[src/rtl/csa_pkg.sv]
// ============================================================================
// Package : csa_pkg
// Shared types and sizing helpers for the chunk-serial adder.
// Revision: 1.0 - initial release
// ============================================================================
`default_nettype none

package csa_pkg;

  // Controller state encoding.
  typedef enum logic {
    IDLE = 1'b0,
    RUN  = 1'b1
  } state_t;

  // Number of chunk cycles needed to cover the full operand width.
  function automatic int csa_nch(input int width, input int chunk);
    return width / chunk;
  endfunction

  // Chunk counter width; never narrower than one bit so NCH=1 still has a counter.
  function automatic int csa_cnt_w(input int nch);
    return (nch <= 1) ? 1 : $clog2(nch);
  endfunction

endpackage

`default_nettype wire

[src/rtl/full_adder_chunk.sv]
// ============================================================================
// Module  : full_adder_chunk
// Combinational CHUNK-bit ripple of full-adder cells. Also exposes the carry
// into the chunk MSB so the caller can form signed overflow.
// Revision: 1.0 - initial release
// ============================================================================
`default_nettype none

module full_adder_chunk #(
  parameter int CHUNK = 4
) (
  input  logic [CHUNK-1:0] a,
  input  logic [CHUNK-1:0] b,
  input  logic             ci,
  output logic [CHUNK-1:0] s,
  output logic             co,
  output logic             c_msb_in
);

  // w_c[i] is the carry into bit i; w_c[CHUNK] is the carry out of the chunk.
  logic [CHUNK:0] w_c;

  assign w_c[0] = ci;

  // One full-adder cell per bit, rippling the carry upward.
  generate
    for (genvar i = 0; i < CHUNK; i++) begin : g_bit
      assign s[i]     = a[i] ^ b[i] ^ w_c[i];
      assign w_c[i+1] = (a[i] & b[i]) | (w_c[i] & (a[i] ^ b[i]));
    end
  endgenerate

  assign co       = w_c[CHUNK];
  assign c_msb_in = w_c[CHUNK-1];

endmodule

`default_nettype wire

[src/rtl/chunk_serial_adder.sv]
// ============================================================================
// Module  : chunk_serial_adder
// Multi-cycle WIDTH-bit adder/subtractor processing CHUNK bits per clock with
// a start/busy/done handshake. Subtraction is A + ~B + ~Cin.
// Revision: 1.0 - initial release
// ============================================================================
`default_nettype none

module chunk_serial_adder
  import csa_pkg::*;
#(
  parameter int WIDTH = 16,
  parameter int CHUNK = 4
) (
  input  logic             clk,
  input  logic             rst_n,
  input  logic             start,
  input  logic [WIDTH-1:0] A,
  input  logic [WIDTH-1:0] B,
  input  logic             Cin,
  input  logic             Sub,
  output logic             busy,
  output logic             done,
  output logic [WIDTH-1:0] Sum,
  output logic             Cout,
  output logic             Ovf
);

  localparam int NCH = csa_nch(WIDTH, CHUNK);
  localparam int CW  = csa_cnt_w(NCH);

  localparam logic [CW-1:0]    c_last = CW'(NCH - 1);
  localparam logic [CHUNK-1:0] c_ones = '1;
  localparam logic [WIDTH-1:0] c_mask = WIDTH'(c_ones);

  state_t           r_state;
  logic [CW-1:0]    r_cnt;
  logic [WIDTH-1:0] r_a;
  logic [WIDTH-1:0] r_b;      // B already inverted for subtract
  logic             r_carry;
  logic [WIDTH-1:0] r_res;
  logic [WIDTH-1:0] r_sum;
  logic             r_cout;
  logic             r_ovf;
  logic             r_done;
  logic             r_busy;

  logic [31:0]      w_lsb;
  logic [CHUNK-1:0] w_a_chunk;
  logic [CHUNK-1:0] w_b_chunk;
  logic [CHUNK-1:0] w_s;
  logic             w_co;
  logic             w_cmsb;
  logic [WIDTH-1:0] w_res_next;

  // Select the active chunk of each operand by shifting it down to bit 0.
  assign w_lsb     = 32'(r_cnt) * 32'(CHUNK);
  assign w_a_chunk = CHUNK'(r_a >> w_lsb);
  assign w_b_chunk = CHUNK'(r_b >> w_lsb);

  full_adder_chunk #(
    .CHUNK (CHUNK)
  ) u_fa (
    .a        (w_a_chunk),
    .b        (w_b_chunk),
    .ci       (r_carry),
    .s        (w_s),
    .co       (w_co),
    .c_msb_in (w_cmsb)
  );

  // Result register with the current chunk merged in; used both for the
  // running result and for the final Sum so the last chunk is not lost.
  always_comb begin
    w_res_next = (r_res & ~(c_mask << w_lsb)) | (WIDTH'(w_s) << w_lsb);
  end

  // Controller, datapath registers and registered outputs.
  always_ff @(posedge clk or negedge rst_n) begin
    if (!rst_n) begin
      r_state <= IDLE;
      r_cnt   <= '0;
      r_a     <= '0;
      r_b     <= '0;
      r_carry <= 1'b0;
      r_res   <= '0;
      r_sum   <= '0;
      r_cout  <= 1'b0;
      r_ovf   <= 1'b0;
      r_done  <= 1'b0;
      r_busy  <= 1'b0;
    end else begin
      r_done <= 1'b0;
      case (r_state)
        IDLE: begin
          if (start) begin
            r_a     <= A;
            r_b     <= Sub ? ~B : B;
            r_carry <= Sub ? ~Cin : Cin;
            r_cnt   <= '0;
            r_res   <= '0;
            r_busy  <= 1'b1;
            r_state <= RUN;
          end
        end
        RUN: begin
          r_res   <= w_res_next;
          r_carry <= w_co;
          r_cnt   <= r_cnt + CW'(1);
          if (r_cnt == c_last) begin
            // Only the top chunk's carries determine Cout and Ovf.
            r_sum   <= w_res_next;
            r_cout  <= w_co;
            r_ovf   <= w_cmsb ^ w_co;
            r_done  <= 1'b1;
            r_busy  <= 1'b0;
            r_cnt   <= '0;
            r_state <= IDLE;
          end
        end
        default: r_state <= IDLE;
      endcase
    end
  end

  assign busy = r_busy;
  assign done = r_done;
  assign Sum  = r_sum;
  assign Cout = r_cout;
  assign Ovf  = r_ovf;

endmodule

`default_nettype wire

[config.mk]
export PLATFORM = sky130hd
export DESIGN_NAME = chunk_serial_adder
export DESIGN_NICKNAME = d
export VERILOG_FILES = /design/src/rtl/csa_pkg.sv /design/src/rtl/full_adder_chunk.sv /design/src/rtl/chunk_serial_adder.sv
export SDC_FILE = /design/constraint.sdc
export NUM_CORES = 1
export LEC_CHECK = 0
export CAP_MARGIN = 20
export CORE_ASPECT_RATIO = 0.6
export CORE_MARGIN = 2
export CORE_UTILIZATION = 30
export CTS_CLUSTER_DIAMETER = 150
export DETAILED_ROUTE_END_ITERATION = 6
export GPL_ROUTABILITY_DRIVEN = 0
export PLACE_DENSITY_LB_ADDON = 0.3
export SLEW_MARGIN = 20
export SYNTH_ARGS = -nofsm -noshare
export SYNTH_HDL_FRONTEND = slang
export SYNTH_SLANG_ARGS = --single-unit
[constraint.sdc]
create_clock -name clk -period 6.15 [get_ports clk]
set_input_delay 0.9225 -clock clk [delete_from_list [all_inputs] [get_ports clk]]
set_output_delay 0.9225 -clock clk [all_outputs]
set_load 0.05 [all_outputs]
==> metrics <==
clock skew 7.72 ps; P&R area growth vs syn 23.6%; Syn Nets 302; IO Count 57; critical setup path kind reg -> reg; vias in the first global route 2239; async set or reset register ratio after synthesis 1.00; Leakage 1.88 nW; Max Cap Viol 0; Avg Cell Area, Syn around 14 um2; first-pass GRT wire length 12.2 mm; post-synth top area cell dfrtp_1; initial antenna violation count 0; DP Wirelength 5.21 mm; pin count of the biggest net entering global routing 69; dominant synthesized flop cell dfrtp_1; DP Worst Slack 2540 ps; internal power 1.67 mW; fin area 4400 um2; Psw around 1.2 mW; Starting DRT DRC Count around 120; PortBufs 56; CP Data Arrival Time 3910 ps; PD cells 651 nW/um2; met3 Use GR 0.0503; setup TNS 0 ps; most common cell in the netlist dfrtp_1; fin nets about 350; sequential share of power 0.285; Netlist cell types 41; share of the synthesized area in the top cell type 0.478; share of cells above drive strength 1 0.184; Vias per Instance 4.57; Worst Path Required 6400 ps; clk_lat worst skew 330 ps; Post-CTS Resized 0; Post-synth top cells dfrtp_1 (68), mux2_4 (27), xor2_1 (16); Final Cycle Share 0.594; DR WL/cell 16.0 um; Min-Delay Path Class reg -> reg; placed cell area between 4000 and 5000 um2; RSZ-0062 raised after global routing false; shortest period the worst path allows 3650 ps; Slew HR 0.353; CTS tree yes; combinational power share 0.552; Worst VDD drop between 300 and 400 uV; DRT Pass-1 Iters 5; Net Sw Frac 0.418; Register Area 1700 um2; GRT Total Usage 0.129; full die area ~13000 um2; GRT overflow 0; Multi-input gate area 1600 um2; clock buffer depth 2; CP Launch Type flop; number of diodes 0; final hold violations 0; Placeable Area 11400 um2; most used routing layer met1; clock sinks 68; critical path peak fanout 31; status completed; Post-CTS Repair Setup Buffers 0; row cnt 30; die width 145 um; Final ANT Viol Nets 0; max-slew violations 0; # fillers about 1100; clk root buf clkbuf_16; Chip Height 88.4 um; fmax 274 MHz; GRT met2 Usage 0.174; kind of end point of the critical path flop; drt total wl 7.52 mm; routing usage on met1 0.187; final setup fails 0; cell area after synthesis 3560 um2; register bit total from synthesis 68; clock-pin slew on the worst setup and hold paths approximately 50 ps; H-tree depth reported by CTS 3; Final WS setup 2500 ps; DR vias ~2200; Post-synth EDFFs 0; sequential area share after synthesis 0.478; Hold Buf Count CTS 0; Synthesis Warnings 0; Mapped Cells 257; # DRC 0; Initial Util 0.311; Worst-Margin Slew 970 ps; Clock Power Share 0.164; Num CTS Buffers 9; ranking of synthesized cells by area dfrtp_1 (48%), mux2_4 (11%), mux4_1 (4.4%), xor2_1 (3.9%), buf_12 (2.2%)
-- final cells by class --
| class | instances | share of cell area |
|---|---|---|
| clock buffers | 13 | 0.0591 |
| clock inverters | 2 | 0.00227 |
| inverters | 11 | 0.00938 |
| multi-input cells | 156 | 0.364 |
| flip-flops and latches | 68 | 0.386 |
| well taps | 160 | 0.0455 |
| repair buffers | 60 | 0.133 |
-- per-layer routing --
metal | wire length [um] | part of all wire
met5 | 0 | 0
met4 | 56 | 0.0075
met3 | 470 | 0.063
met2 | 3040 | 0.40
met1 | 3950 | 0.53
-- metrics by stage --
step,total power [mW],cells,hold slack (ps),utilization
2_1_floorplan,1.99,257,448,-
3_3_place_gp,2.38,455,473,0.361
3_5_place_dp,2.42,455,476,0.361
4_1_cts,2.90,470,487,0.385
5_1_grt,3.06,470,504,0.385
6_report,2.87,470,486,0.385
-- cell families after synthesis --
logic type	count (synthesis)	share of synthesized area
simple gates	41	0.0822
fa+ha+maj	8	0.0365
flops	68	0.478
mux	45	0.201
buf+inv	33	0.0723
compound gates	44	0.0860
xor+xnor	18	0.0442
-- cell usage in the layout (no fill, tap or decap), types with 3 or more instances in the layout --
cell             count
a21oi_1             12
dfrtp_1             68
nand2b_1            12
o2bb2ai_1            8
mux2_2               7
nand3b_1             6
mux2_4              27
ha_1                 4
fa_1                 4
mux4_1               6
xor2_1              16
buf_4                4
clkbuf_16            9
a22o_1               6
or3b_1               8
or2b_1               3
inv_1               10
mux2i_1              3
a31oi_1             12
nand2_1              3
clkdlybuf4s50_1     55
-- critical path: stages, from the launching register on --
cell and delay, ps:
dfrtp_1 980, mux4_1 400, inv_1 90, fa_1 170, inv_1 50, fa_1 350
inv_1 70, fa_1 210, inv_1 60, fa_1 650, or3b_1 380, a31oi_1 160
-- final timing paths --
| kind | start | to | slack, ps | cells after the start |
|---|---|---|---|---|
| max reg2reg | r_cnt[1] | Sum[3] | 2500 | 11 |
| max | r_cnt[1] | Sum[3] | 2500 | 11 |
| min | r_res[8] | r_res[8] | 490 | 1 |
| min in group asynchronous | rst_n | Sum[14] | 810 | 2 |
| max in group asynchronous | rst_n | r_b[9] | 4770 | 2 |
| min reg2reg | r_res[8] | r_res[8] | 490 | 1 |
-- registers in the layout (all words and copies together) (netlist names) --
register	cells
Sum	16
r_a	16
r_b	16
r_res	12
r_cnt	2
Cout	1
Ovf	1
busy	1
done	1
r_carry	1
r_state	1
-- power groups by stage --
| stage | Combinational, mW | Clock (mW) | Sequential [mW] |
|---|---|---|---|
| finish | 1.58 | 0.470 | 0.816 |
| global route | 1.72 | 0.497 | 0.842 |
| CTS | 1.60 | 0.484 | 0.818 |
| detailed placement | 1.60 | 0 | 0.823 |
| global placement | 1.56 | 0 | 0.822 |
| floorplan | 1.02 | 0 | 0.970 |
Power figures use the tool's default switching activity.
==> variant, RTL diff (same settings) <==
`WIDTH`: 16 -> 12.
--- a/src/rtl/chunk_serial_adder.sv
+++ b/src/rtl/chunk_serial_adder.sv
@@ -9,7 +9,7 @@
 module chunk_serial_adder
   import csa_pkg::*;
 #(
-  parameter int WIDTH = 16,
+  parameter int WIDTH = 12,
   parameter int CHUNK = 4
 ) (
   input  logic             clk,
Ports: changed (resized A, B and Sum); port bits go from 57 to 45. The function was not compared with the original's and may differ.
==> variant against the original RTL <==
- first-iteration DRC count fell by 43%
- routed wire length down 37%
- total power fell by 41%
- clock power down 43%
- critical path depth decreased by 1
- sequential cell count shrank 16
- critical path type unchanged
- synthesized area decreased by 35%
- worst setup slack better by 0.40 ns
- die area decreased by 34%
- final area decreased by 32%
- hold slack worse by 0.011 ns
- non-clock buffer count is 14 lower
- via count is 31% lower
==> variant: results (changes against the original RTL) <==
| Metric | Value |
|---|---|
| Cells after Synth | 192 (-25%) |
| Measured slew at the worst slew-check pin | 0.8451 ns (-0.1248 ns) |
| Post-synthesis sequential area ratio | 56.00% (+8.3 points) |
| H-tree Lvls | 2 (-1) |
| First-pass GRT wire length | 7.921 mm (-35%) |
| Layout Skew | 0.006739 ns (-0.0009801 ns) |
| Post-Synth Adder-Cell Area | 3.446% (-0.21 points) |
| Clk Latency, worst-skew pair | 0.29 ns (-0.04 ns) |
| 1st-iter DRT viols | 70 (-43%) |
| Worst hold path class | reg -> reg |
| Library cells used by synthesis | 22 (-46%) |
| Vias in the first global route | 1510 (-33%) |
| Wire per inst | 13.99 um (-13%) |
| Largest net degree at the start of global routing | 53 (-23%) |
| Total routed wirelength | 4.714 mm (-37%) |
| Clock transition at the registers of the reported paths | 0.07 ns (+0.02 ns) |
| Mux share of post-synthesis cell area | 15.02% (-5.1 points) |
| Leak | 1.287 nW (-32%) |
| Worst hold start | busy |
| Placed Cells | 329 (-28%) |
| Compound-cell area share of the yosys netlist | 9.962% (+1.4 points) |
| Pre-antenna DRT Iters | 4 (-1) |
| Critical path arrival | 3.43 ns (-0.48 ns) |
| Share of the synthesized area in the top cell type | 56.00% (+8.3 points) |
| Post-CTS Setup Repair Bufs | 0 (unchanged) |
| Status | finished clean |
| Cts repair resizes | 0 (unchanged) |
| Net Count, Synth | 225 (-25%) |
| DP HPWL | 3.446 mm (-34%) |
| Maximum vdd drop | 165.9 uV (-47%) |
| Post-synth top cells | 52 x dfrtp_1, 23 x mux2_2, 22 x nand2_1, 22 x o21ai_0, 13 x xnor2_1 |
| Synth top area cells | dfrtp_1 56%, mux2_2 11%, xnor2_1 4.9% |
| Fin nets | 265 (-25%) |
| CP Launch Type | flip-flop |
| Total Routing Usage GR | 12.11% (-0.76 points) |
| Share of layout cells above drive strength 1 | 15.02% (-3.4 points) |
| Reg2reg start | r_cnt[0] |
| Worst-path maximum fanout | 15 (-52%) |
| Crit path largest cell delay | 0.61 ns (-0.37 ns) |
| Post-Synth XOR/XNOR Area | 5.277% (+0.85 points) |
| Cell Area, Placed | 2838 um^2 (-31%) |
| Number of fillers in the final layout | 725 (-35%) |
| Num CTS Buffers | 5 (-4) |
| Vias per inst | 4.389 (-4.1%) |
| I/O Buffers | 44 (-21%) |
| CTS root buffer | clkbuf_16 |
variant: cell types whose count changed after synthesis, sizes merged, moves of 11 or more:
cell,before,now
dfrtp,68,52
xnor2,2,13
nand2b,12,1
mux2,34,23
a31oi,12,0
nand2,4,22
o21ai,0,22
xor2,16,1
variant: logic make-up (layout without fill, tap and decap cells):
family / after synthesis / count (layout)
flops: 52 / 52
compound gates: 37 / 37
simple gates: 35 / 35
mux: 32 / 32
buf+inv: 18 / 59
xor+xnor: 14 / 14
fa+ha+maj: 4 / 4
variant: worst paths after layout:
| kind | slack, ns | end | depth (start not counted) |
|---|---|---|---|
| max | 2.90 | Sum[11] | 10 |
| min | 0.48 | busy | 2 |
| max reg2reg | 2.90 | Sum[11] | 10 |
| min reg2reg | 0.48 | busy | 2 |
| max in group asynchronous | 4.96 | Sum[1] | 2 |
| min in group asynchronous | 0.74 | Sum[0] | 2 |
variant: area by class of cell:
class | instances | area, um^2 | area share [%]
tap | 104 | 130.1 | 4.364
inverter | 5 | 18.77 | 0.6295
clock buffer | 5 | 125.1 | 4.196
sequential | 52 | 1301 | 43.64
clock inverter | 3 | 18.77 | 0.6295
timing repair buffer | 46 | 450.4 | 15.11
multi-input combinational | 122 | 937.1 | 31.43
variant: through the flow:
step	power, mW	hold WS [ns]	setup slack [ns]
2_1_floorplan	1.191	0.4492	3.385
3_3_place_gp	1.429	0.4591	3.034
3_5_place_dp	1.446	0.4634	2.910
4_1_cts	1.722	0.4802	2.897
5_1_grt	1.825	0.5183	2.741
6_report	1.702	0.4756	2.895
variant: report_power, final:
part	internal [mW]	total, mW	leakage [nW]	switching (mW)
combinational	0.362	0.810	0.568	0.448
clock	0.150	0.268	0.0736	0.118
sequential	0.501	0.623	0.646	0.122
total	1.01	1.70	1.29	0.688
variant: metal layers:
layer | vias to the layer above | track usage [%] | wire [um]
li1 | 735 | - | -
met1 | 693 | 19.89 | 2687
met3 | 5 | 3.774 | 270
met4 | 0 | 4.016 | 41
met2 | 46 | 14.21 | 1714
met5 | - | 0 | 0
variant: worst register-to-register path, cell delays in order, from the launching register on:
cell and delay, ns:
dfrtp_1 0.61, nor2b_1 0.46, a21oi_1 0.16, fa_1 0.41, inv_1 0.08, fa_1 0.16
inv_1 0.05, fa_1 0.40, inv_1 0.09, fa_1 0.45, mux2_2 0.29
